==> src/rtl/game_pkg.sv <==
// -----------------------------------------------------------------------------
// game_pkg
//   Shared types and constants for the arcade basketball round controller.
//   - game_state_t : round FSM state encoding (IDLE=0 .. DONE=4), also driven
//                    out on the controller's state port for the display logic.
//   - TIME_W       : width of the seconds countdown (0..255).
//   - SCORE_W_DEFAULT : default score counter width.
//   - sat_add_time : saturating add for the seconds countdown.
// -----------------------------------------------------------------------------
package game_pkg;

    localparam int TIME_W          = 8;
    localparam int SCORE_W_DEFAULT = 8;

    typedef enum logic [2:0] {
        IDLE   = 3'd0,
        READY  = 3'd1,
        PLAY   = 3'd2,
        COMMIT = 3'd3,
        DONE   = 3'd4
    } game_state_t;

    // Add two countdown values, clamping at the largest displayable second.
    function automatic logic [TIME_W-1:0] sat_add_time(
        input logic [TIME_W-1:0] a,
        input logic [TIME_W-1:0] b
    );
        logic [TIME_W:0] sum;
        sum = {1'b0, a} + {1'b0, b};
        return sum[TIME_W] ? {TIME_W{1'b1}} : sum[TIME_W-1:0];
    endfunction

endpackage

==> src/rtl/sec_prescaler.sv <==
// -----------------------------------------------------------------------------
// sec_prescaler
//   Divides the system clock down to one-cycle "game second" ticks.
//   Ports:
//     clock  in   system clock
//     reset  in   synchronous, active-low
//     clr    in   restart the second from zero (used on every state entry)
//     run    in   count enable; the counter is held at zero while low
//     tick   out  high for the one cycle in which count == TICK_DIV-1
// -----------------------------------------------------------------------------
module sec_prescaler #(
    parameter int TICK_DIV = 50_000_000
) (
    input  logic clock,
    input  logic reset,
    input  logic clr,
    input  logic run,
    output logic tick
);

    localparam int                CNT_W = (TICK_DIV > 1) ? $clog2(TICK_DIV) : 1;
    localparam logic [CNT_W-1:0]  LAST  = CNT_W'(TICK_DIV - 1);

    logic [CNT_W-1:0] count;

    // tick comes straight off the count compare so the controller can act on it
    // in the same cycle the second elapses.
    assign tick = run && (count == LAST);

    // NOTE: sequential state uses non-blocking assignments only, so every flop
    // samples the pre-edge values regardless of block evaluation order.
    always_ff @(posedge clock) begin
        if (!reset) begin
            count <= '0;
        end else if (clr || !run || (count == LAST)) begin
            count <= '0;
        end else begin
            count <= count + CNT_W'(1);
        end
    end

endmodule

==> src/rtl/game_round_controller.sv <==
// -----------------------------------------------------------------------------
// game_round_controller
//   Sequences one arcade basketball round:
//     IDLE -> READY (countdown) -> PLAY (timed window) -> COMMIT -> DONE -> IDLE
//   Owns the score counter and the seconds countdown; hoop hits only count in
//   PLAY, and exactly one leaderboard strobe is issued per completed round.
//   All outputs are registered.
//
//   Optional feature (compile-time macro GAME_BONUS_TIME_EN):
//     defined   - the first hit of a round that brings the score to BONUS_SCORE
//                 adds BONUS_SECS to the countdown (saturating) and sets
//                 bonus_flag; a bonus on the final tick keeps the round alive.
//     undefined - no bonus logic, bonus_flag tied low.
//
//   Ports:
//     clock       in   system clock
//     reset       in   synchronous, active-low; aborts a round without commit
//     start_btn   in   start request level (already synchronised)
//     hoop_hit    in   OR of hoop switches, rising edge = one basket
//     state       out  current FSM state (game_state_t)
//     time_left   out  seconds remaining on the active countdown
//     score       out  current round score (saturating)
//     score_en    out  high while in PLAY
//     lb_commit   out  one-cycle leaderboard write strobe
//     lb_score    out  score presented with lb_commit, held until next commit
//     bonus_flag  out  bonus awarded this round
// -----------------------------------------------------------------------------
module game_round_controller
    import game_pkg::*;
#(
    parameter int TICK_DIV       = 50_000_000,
    parameter int ROUND_SECS     = 30,
    parameter int READY_SECS     = 3,
    parameter int DONE_HOLD_SECS = 5,
    parameter int SCORE_W        = SCORE_W_DEFAULT,
    parameter int BONUS_SCORE    = 10,
    parameter int BONUS_SECS     = 10
) (
    input  logic               clock,
    input  logic               reset,
    input  logic               start_btn,
    input  logic               hoop_hit,
    output game_state_t        state,
    output logic [TIME_W-1:0]  time_left,
    output logic [SCORE_W-1:0] score,
    output logic               score_en,
    output logic               lb_commit,
    output logic [SCORE_W-1:0] lb_score,
    output logic               bonus_flag
);

    localparam logic [SCORE_W-1:0] SCORE_MAX = {SCORE_W{1'b1}};
    localparam logic [TIME_W-1:0]  ONE_SEC   = TIME_W'(1);

    // Edge detection: the registered copy lags the input by one cycle.
    logic start_q, hit_q;
    logic start_re, hit_re;

    assign start_re = start_btn && !start_q;
    assign hit_re   = hoop_hit && !hit_q;

    // Next-state values computed combinationally, then registered.
    game_state_t        state_next;
    logic [TIME_W-1:0]  time_next;
    logic [TIME_W-1:0]  time_base;
    logic [SCORE_W-1:0] score_next;
    logic [SCORE_W-1:0] lb_score_next;
    logic               hit_counted;

    // Second prescaler: runs only in the timed states and restarts on every
    // state change so each countdown starts on a full second.
    logic tick, run, clr;

    assign run = (state == READY) || (state == PLAY) || (state == DONE);
    assign clr = (state_next != state);

    sec_prescaler #(
        .TICK_DIV (TICK_DIV)
    ) u_prescaler (
        .clock (clock),
        .reset (reset),
        .clr   (clr),
        .run   (run),
        .tick  (tick)
    );

`ifdef GAME_BONUS_TIME_EN
    logic bonus_next;
    logic bonus_hit;

    // Bonus fires only on the hit that actually lands the score on BONUS_SCORE,
    // and bonus_flag blocks a second award within the same round.
    assign bonus_hit = hit_counted && !bonus_flag &&
                       ((score + SCORE_W'(1)) == SCORE_W'(BONUS_SCORE));
`else
    // Bonus parameters have no effect in this build.
    logic unused_bonus_cfg;
    assign unused_bonus_cfg = (BONUS_SCORE != 0) ^ (BONUS_SECS != 0);
`endif

    always_comb begin
        // NOTE: every variable driven here gets a default first, so no path
        // through the case can leave one unassigned and infer a latch.
        state_next    = state;
        time_next     = time_left;
        score_next    = score;
        lb_score_next = lb_score;
`ifdef GAME_BONUS_TIME_EN
        bonus_next    = bonus_flag;
`endif
        // Countdown value after this cycle's tick (if any).
        time_base     = tick ? (time_left - ONE_SEC) : time_left;
        hit_counted   = hit_re && (score != SCORE_MAX);

        case (state)
            IDLE: begin
                if (start_re) begin
                    state_next = READY;
                    time_next  = TIME_W'(READY_SECS);
                end
            end

            READY: begin
                time_next = time_base;
                if (tick && (time_left == ONE_SEC)) begin
                    state_next = PLAY;
                    time_next  = TIME_W'(ROUND_SECS);
                    score_next = '0;
`ifdef GAME_BONUS_TIME_EN
                    bonus_next = 1'b0;
`endif
                end
            end

            PLAY: begin
                if (hit_counted) begin
                    score_next = score + SCORE_W'(1);
                end
                time_next = time_base;
                if (tick && (time_left == ONE_SEC)) begin
                    state_next = COMMIT;
                end
`ifdef GAME_BONUS_TIME_EN
                // Bonus overrides a coincident final tick: the round continues.
                if (bonus_hit) begin
                    bonus_next = 1'b1;
                    time_next  = sat_add_time(time_base, TIME_W'(BONUS_SECS));
                    state_next = PLAY;
                end
`endif
            end

            COMMIT: begin
                state_next = DONE;
                time_next  = TIME_W'(DONE_HOLD_SECS);
            end

            DONE: begin
                time_next = time_base;
                if (tick && (time_left == ONE_SEC)) begin
                    state_next = IDLE;
                    time_next  = TIME_W'(ROUND_SECS);
                end
            end

            default: begin
                state_next = IDLE;
                time_next  = TIME_W'(ROUND_SECS);
            end
        endcase

        // Capture uses score_next so a hit on the final tick is included.
        if ((state == PLAY) && (state_next == COMMIT)) begin
            lb_score_next = score_next;
        end
    end

    always_ff @(posedge clock) begin
        if (!reset) begin
            state     <= IDLE;
            time_left <= TIME_W'(ROUND_SECS);
            score     <= '0;
            score_en  <= 1'b0;
            lb_commit <= 1'b0;
            lb_score  <= '0;
            start_q   <= 1'b0;
            hit_q     <= 1'b0;
        end else begin
            state     <= state_next;
            time_left <= time_next;
            score     <= score_next;
            score_en  <= (state_next == PLAY);
            lb_commit <= (state_next == COMMIT);
            lb_score  <= lb_score_next;
            start_q   <= start_btn;
            hit_q     <= hoop_hit;
        end
    end

`ifdef GAME_BONUS_TIME_EN
    always_ff @(posedge clock) begin
        if (!reset) begin
            bonus_flag <= 1'b0;
        end else begin
            bonus_flag <= bonus_next;
        end
    end
`else
    assign bonus_flag = 1'b0;
`endif

endmodule
==> config.mk <==
export PLATFORM = sky130hd
export DESIGN_NAME = game_round_controller
export DESIGN_NICKNAME = d
export VERILOG_FILES = /design/src/rtl/game_pkg.sv /design/src/rtl/sec_prescaler.sv /design/src/rtl/game_round_controller.sv
export SDC_FILE = /design/constraint.sdc
export NUM_CORES = 1
export LEC_CHECK = 0
export ABC_CLOCK_PERIOD_IN_PS = 2000
export CAP_MARGIN = 20
export CORE_MARGIN = 5
export CORE_UTILIZATION = 52
export CTS_BUF_LIST = sky130_fd_sc_hd__clkbuf_2 sky130_fd_sc_hd__clkbuf_4 sky130_fd_sc_hd__clkbuf_8
export DETAILED_ROUTE_END_ITERATION = 16
export GPL_ROUTABILITY_DRIVEN = 0
export PLACE_DENSITY = 0.75
export RECOVER_POWER = 25
export SLEW_MARGIN = 20
export SYNTH_ARGS = -nofsm -noshare
export SYNTH_HDL_FRONTEND = slang
export SYNTH_SLANG_ARGS = --single-unit
==> constraint.sdc <==
create_clock -name clock -period 2 [get_ports clock]
set_clock_uncertainty 0.2 [all_clocks]
set_input_delay 0.3 -clock clock [delete_from_list [all_inputs] [get_ports clock]]
set_output_delay 0.3 -clock clock [all_outputs]
set_load 0.05 [all_outputs]
==> flow_summary.yaml, run 1 <==
critical_path:
  worstSetupEndpointType: "flop"
  cp_num_buf_inv: 1
  cp_cell_sequence: "nor4b_4, and4_4, buf_4, nand4_4, and3_4, a311o_1"
  critical_path.startpoint_type: "flop"
  max_stage_delay_ns: 0.36
  cp_max_fo: 6
  cp_data_required_time_ns: 2.02
  crit_type: "flop to flop"
  critPathTopFamily: "simple AND/OR/NAND/NOR gates"
  crit_arrival_ns: 2.06
  cp_slowest_cell: "dfxtp_4"
global_routing:
  antenna_found_initial: 0
  grt_pass1_wl_um: 13210
  grt_overflow: 0
  grt.total_usage: 0.2246
  grt_max_degree: 26
  first_global_vias: 2898
clocking:
  numCtsBuffers: 9
  ctsLongestPathBuffers: 2
  cts_tree: "done"
  root_buffer: "clkbuf_8"
  path_clk_slew_ns: 0.07
  htreeDepth: 3
  clk_latency_ns: 0.34
  cts.sinks: 57
  postCtsHoldBufs: 0
cells_and_area:
  area_growth_pct: 39.42
  postLayoutCoreUtil: 0.7439
  final_area_um2: 4071
  drive_gt1_frac: 0.3133
  num-fill-cells: 417
  final_nets: 453
  final_cells: 522
  layout_commonest_cell: "buf_4"
  insertedDiodeCount: 0
  mostFrequentLayoutCells: "buf_4 (77), dfxtp_1 (42), nor2_1 (38)"
synthesis:
  synth_async_sr_flop_share: 0
  yosysWarnings: 0
  synth_edf_count: 0
  syn_nets: 351
  synth-seq-area-share: 0.3907
  synth_cells: 343
  syn_area_per_cell_um2: 8.514
  synth_cell_types: 57
  synth_seq_cells: 57
  netlist_area_um2: 2920
  synthFlopType: "dfxtp_1"
place:
  dp_hpwl_um: 5558
  placed_cell_area_um2: 3784
  dp_cells: 500
  numPortBuffers: 32
sta:
  worst_slack_ns: -0.03986
  rsz0062_at_grt: "true"
  slew_headroom: 0.5848
  hold_violations: 0
  slew_viol_final: 0
  max_freq_mhz: 490.2
  post-route-period-util: 1.020
  period_needed_ns: 2.040
  finalSetupViolCount: 4
  worst_pin_slew_ns: 0.6255
route:
  drtAntennaViolNets: 0
  num_vias: 3003
  routed_wirelength_um: 8058
  vias_per_cell: 5.753
  drt-initial-drc-count: 226
  drt-wirelength-per-cell_um: 15.44
  drc: 0
  first_pass_iters: 6
floorplan:
  start_util: 0.5336
  die_h_um: 84.94
  rows: 27
  die_w_um: 84.94
  dieArea_um2: 7215
  ios: 34
  core-area_um2: 5473
power:
  pwr_density_cell_nw_per_um2: 573.9
  ir_drop_mv: 0.5433
  p_total_mw: 2.337
  p_leak_nw: 1.696
status:
  violations: "setup timing"
  outcome: "finished with violations"
worst_hold_path:
  hp-class: "flop to flop"
run:
  drv_cap: 0
==> cell families after synthesis <==
| logic type | after synthesis | synth area share |
|---|---|---|
| AO/OA/AOI/OAI | 62 | 0.1418 |
| AND/OR/NAND/NOR | 170 | 0.3308 |
| multiplexers | 3 | 0.01114 |
| XOR/XNOR | 26 | 0.07797 |
| adder cells (fa/ha/maj) | 4 | 0.01714 |
| other | 1 | 0.001284 |
| flip-flops | 57 | 0.3907 |
| buffers and inverters | 20 | 0.02913 |
==> cell usage after synthesis, types with 2 or more instances <==
library cell,count,share of area
mux2_2,2,0.0077
nor2_1,38,0.049
xor2_1,22,0.066
a21oi_1,11,0.019
a31o_1,3,0.0090
nor4_1,8,0.017
a31oi_1,3,0.0064
o21ai_0,17,0.029
o21a_1,3,0.0077
nor4b_2,3,0.015
nor3_2,2,0.0069
nor2b_1,5,0.011
o2111ai_1,4,0.012
nor3_1,7,0.012
and4_1,4,0.012
or3b_1,2,0.0060
nand4b_1,2,0.0060
buf_4,2,0.0051
buf_1,2,0.0026
and2_1,7,0.015
clkbuf_1,9,0.012
and3_1,9,0.019
buf_2,2,0.0034
nand3_1,27,0.046
dfxtp_1,57,0.39
nand2_1,23,0.030
or3_1,4,0.0086
nand3_2,2,0.0069
ha_1,4,0.017
inv_1,4,0.0051
o211ai_1,6,0.015
xnor2_1,4,0.012
nand4_1,10,0.021
o221ai_1,3,0.0090
a211o_1,3,0.0090
nand2b_1,6,0.013
o31ai_1,3,0.0077
==> final cells by class <==
cell class	instances	area, µm²	area share
repair buffers	106	804.5	0.1976
clock buffers	10	137.6	0.03380
clock inverters	6	33.78	0.008297
well taps	72	90.09	0.02213
inverters	5	21.27	0.005224
multi-input cells	266	1814	0.4456
flip-flops and latches	57	1170	0.2873
==> layer usage <==
layer | global-route usage | routed length (µm)
met4 | 0.09065 | 165
met2 | 0.3891 | 4014
met3 | 0.03981 | 456
met5 | 0 | 0
met1 | 0.2736 | 3422
==> registers in the layout, indices dropped and copies added (netlist names) <==
signal	cells
u_prescaler.count	26
lb_score	8
score	8
time_left	8
state	3
hit_q	1
lb_commit	1
score_en	1
start_q	1
==> final timing paths <==
| path | cells past startpoint | start | slack [ns] | endpoint |
|---|---|---|---|---|
| max | 6 | u_prescaler.count[16]$_SDFF_PP0_ | -0.04 | lb_score[0]$_SDFFE_PN0P_ |
| min reg2reg | 2 | lb_score[2]$_SDFFE_PN0P_ | 0.28 | lb_score[2]$_SDFFE_PN0P_ |
| min | 2 | lb_score[2]$_SDFFE_PN0P_ | 0.28 | lb_score[2]$_SDFFE_PN0P_ |
| max reg2reg | 6 | u_prescaler.count[16]$_SDFF_PP0_ | -0.04 | lb_score[0]$_SDFFE_PN0P_ |
==> stage by stage <==
step	TNS, ns	worst slack (ns)	hold slack [ns]
finish	-0.07759	-0.03986	0.2752
global route	-1.121	-0.1067	0.3264
CTS	-0.04826	-0.04285	0.2848
detailed placement	-0.5432	-0.08734	0.2728
global placement	-0.04369	-0.03773	0.2567
floorplan	-0.03503	-0.02725	0.2217
==> report_power, final <==
group | switching (mW) | internal, mW | total, mW
combinational | 0.147 | 0.0833 | 0.230
sequential | 0.0167 | 1.15 | 1.17
clock | 0.468 | 0.473 | 0.941
total | 0.631 | 1.71 | 2.34
==> worst reg2reg max path: stages, from the launching register on <==
cell and delay (ns):
dfxtp_4 0.36, nor4b_4 0.31, and4_4 0.28, buf_4 0.14, nand4_4 0.14, and3_4 0.19
a311o_1 0.31
==> timing repair <==
action / CTS / global route
endpoints found under the setup margin: 12 / 29
gates resized for setup: 10 / 23
gates cloned: 0 / 0
setup buffers: 0 / 6
pin swaps: 3 / 12
endpoints found under the hold margin: 0 / 0
No activity file was read; power rests on OpenSTA's default activity.
==> inputs of run 2 (changes only) <==
--- a/config.mk
+++ b/config.mk
@@ -12,6 +12,7 @@
 export CTS_BUF_LIST = sky130_fd_sc_hd__clkbuf_2 sky130_fd_sc_hd__clkbuf_4 sky130_fd_sc_hd__clkbuf_8
 export DETAILED_ROUTE_END_ITERATION = 16
 export GPL_ROUTABILITY_DRIVEN = 0
+export GPL_TIMING_DRIVEN = 0
 export PLACE_DENSITY = 0.75
 export RECOVER_POWER = 25
 export SLEW_MARGIN = 20
==> flow_summary.yaml, run 2 (same netlist as run 1, synthesis figures left out) <==
clocking:
  cts_tree: "done"
  numCtsBuffers: 9
  clk_latency_ns: 0.35
  htreeDepth: 3
  cts.sinks: 57
  root_buffer: "clkbuf_8"
  ctsLongestPathBuffers: 2
  path_clk_slew_ns: 0.06
global_routing:
  antenna_found_initial: 0
  grt_max_degree: 11
  grt_pass1_wl_um: 12430
  first_global_vias: 2674
  grt.total_usage: 0.2131
  grt_overflow: 0
critical_path:
  r2r_slack_ns: -0.03
  max_stage_delay_ns: 0.53
  critPathCapture: "time_left[5]$_SDFFE_PN0P_"
  r2r_cells: 6
  worstSetupEndpointType: "flop"
  cp_max_fo: 9
  r2r-end: "time_left[5]$_SDFFE_PN0P_"
  crit_arrival_ns: 2.12
  critical_path.startpoint_type: "flop"
  crit_type: "flop to flop"
  cp_cell_sequence: "nor4b_4, and4_1, buf_6, nand2_8, or4_4, nand3_2"
  cp_data_required_time_ns: 2.09
  worstSetupStartpoint: "u_prescaler.count[8]$_SDFF_PP0_"
  rr_startpoint: "u_prescaler.count[8]$_SDFF_PP0_"
  cp_slowest_cell: "or4_4"
sta:
  worst_slack_ns: -0.02817
  finalSetupViolCount: 5
  hold_violations: 0
  slew_headroom: 0.5979
  post-route-period-util: 1.014
  max_freq_mhz: 493.1
  tns_ns: -0.06572
  holdWs_ns: 0.2350
  worst_pin_slew_ns: 0.6058
  slew_viol_final: 0
  period_needed_ns: 2.028
  rsz0062_at_grt: "true"
floorplan:
  start_util: 0.5336
  rows: 27
  die_h_um: 84.94
  dieArea_um2: 7215
  ios: 34
  die_w_um: 84.94
  core-area_um2: 5473
run:
  drv_cap: 0
cells_and_area:
  largest_register_ffs: 26
  postLayoutCoreUtil: 0.7204
  top_register: "u_prescaler.count"
  layout_commonest_cell: "nor2_1"
  drive_gt1_frac: 0.2585
  final_cells: 482
  insertedDiodeCount: 0
  area_growth_pct: 35.00
  final_nets: 414
  mostFrequentLayoutCells: "nor2_1 (37), dfxtp_1 (32), nand3_1 (25)"
power:
  pwr_density_cell_nw_per_um2: 685.2
  ir_drop_mv: 0.4505
  p_leak_nw: 1.524
  p_total_mw: 2.701
status:
  outcome: "finished with violations"
  violations: "setup timing"
route:
  num_vias: 2889
  vias_per_cell: 5.994
  routed_wirelength_um: 7697
  drtAntennaViolNets: 0
  first_pass_iters: 5
  drt-initial-drc-count: 251
  drt-wirelength-per-cell_um: 15.97
  drc: 0
place:
  dp_cells: 447
  dp_hpwl_um: 4944
  numPortBuffers: 32
worst_hold_path:
  hp-class: "flop to flop"
[run 2: cell count changes in the layout (fill, tap and decap cells not counted), moves of 4 or more]
cell	before	now
dlygate4sd2_1	1	20
dlymetal6s2s_1	5	0
clkinv_2	5	1
buf_4	77	20
dfxtp_1	42	32
clkbuf_1	14	10
dfxtp_2	11	20
[run 2: timing repair]
action,4_1_cts,5_1_grt
resized for setup,54,33
hold buffers,0,0
cloned,1,0
pin swaps,12,14
setup buffers,12,8
endpoints found under the setup margin,70,49
[run 2: final cells by class]
class | instances | area [µm²]
Buffer | 14 | 86.33
Clock buffer | 10 | 137.6
Clock inverter | 5 | 103.9
Fill cell | 416 | 1530
Inverter | 5 | 21.27
Multi-Input combinational cell | 266 | 1891
Sequential cell | 57 | 1185
Tap cell | 72 | 90.09
Timing Repair Buffer | 53 | 427.9
[run 2: through the flow]
stage	area (µm²)	worst slack, ns
finish	3943	-0.02817
global route	3943	-0.1044
CTS	3849	0.0006624
detailed placement	3383	-0.4032
global placement	3377	-0.4691
floorplan	2967	-0.02725
[run 2: per-layer routing]
| metal | part of all wire | vias up | global-route usage |
|---|---|---|---|
| li1 | - | 1380 | - |
| met1 | 0.40 | 1370 | 0.2409 |
| met2 | 0.50 | 117 | 0.3729 |
| met3 | 0.073 | 22 | 0.05340 |
| met4 | 0.026 | 0 | 0.1007 |
| met5 | 0 | - | 0 |
[run 2: worst min-delay path by stage]
stage	start	to	depth (start not counted)
floorplan	hoop_hit	hit_q$_SDFF_PN0_	1
global placement	u_prescaler.count[0]$_SDFF_PP0_	u_prescaler.count[0]$_SDFF_PP0_	1
detailed placement	u_prescaler.count[0]$_SDFF_PP0_	u_prescaler.count[0]$_SDFF_PP0_	1
CTS	u_prescaler.count[0]$_SDFF_PP0_	u_prescaler.count[0]$_SDFF_PP0_	1
global route	u_prescaler.count[0]$_SDFF_PP0_	u_prescaler.count[0]$_SDFF_PP0_	1
finish	u_prescaler.count[0]$_SDFF_PP0_	u_prescaler.count[0]$_SDFF_PP0_	1
[run 2: worst max-delay path, delay by kind of cell, from the launching register on]
kind                   cells  cell delay (ns)
and+or+nand+nor            5             1.23
DFF                        1             0.37
buffers and inverters      1             0.16
[run 2: power breakdown]
part           switching, mW  internal, mW  leakage, nW
Combinational          0.139        0.0677        0.927
Clock                  0.472         0.854        0.122
Sequential            0.0210          1.15        0.474
Total                  0.632          2.07         1.52
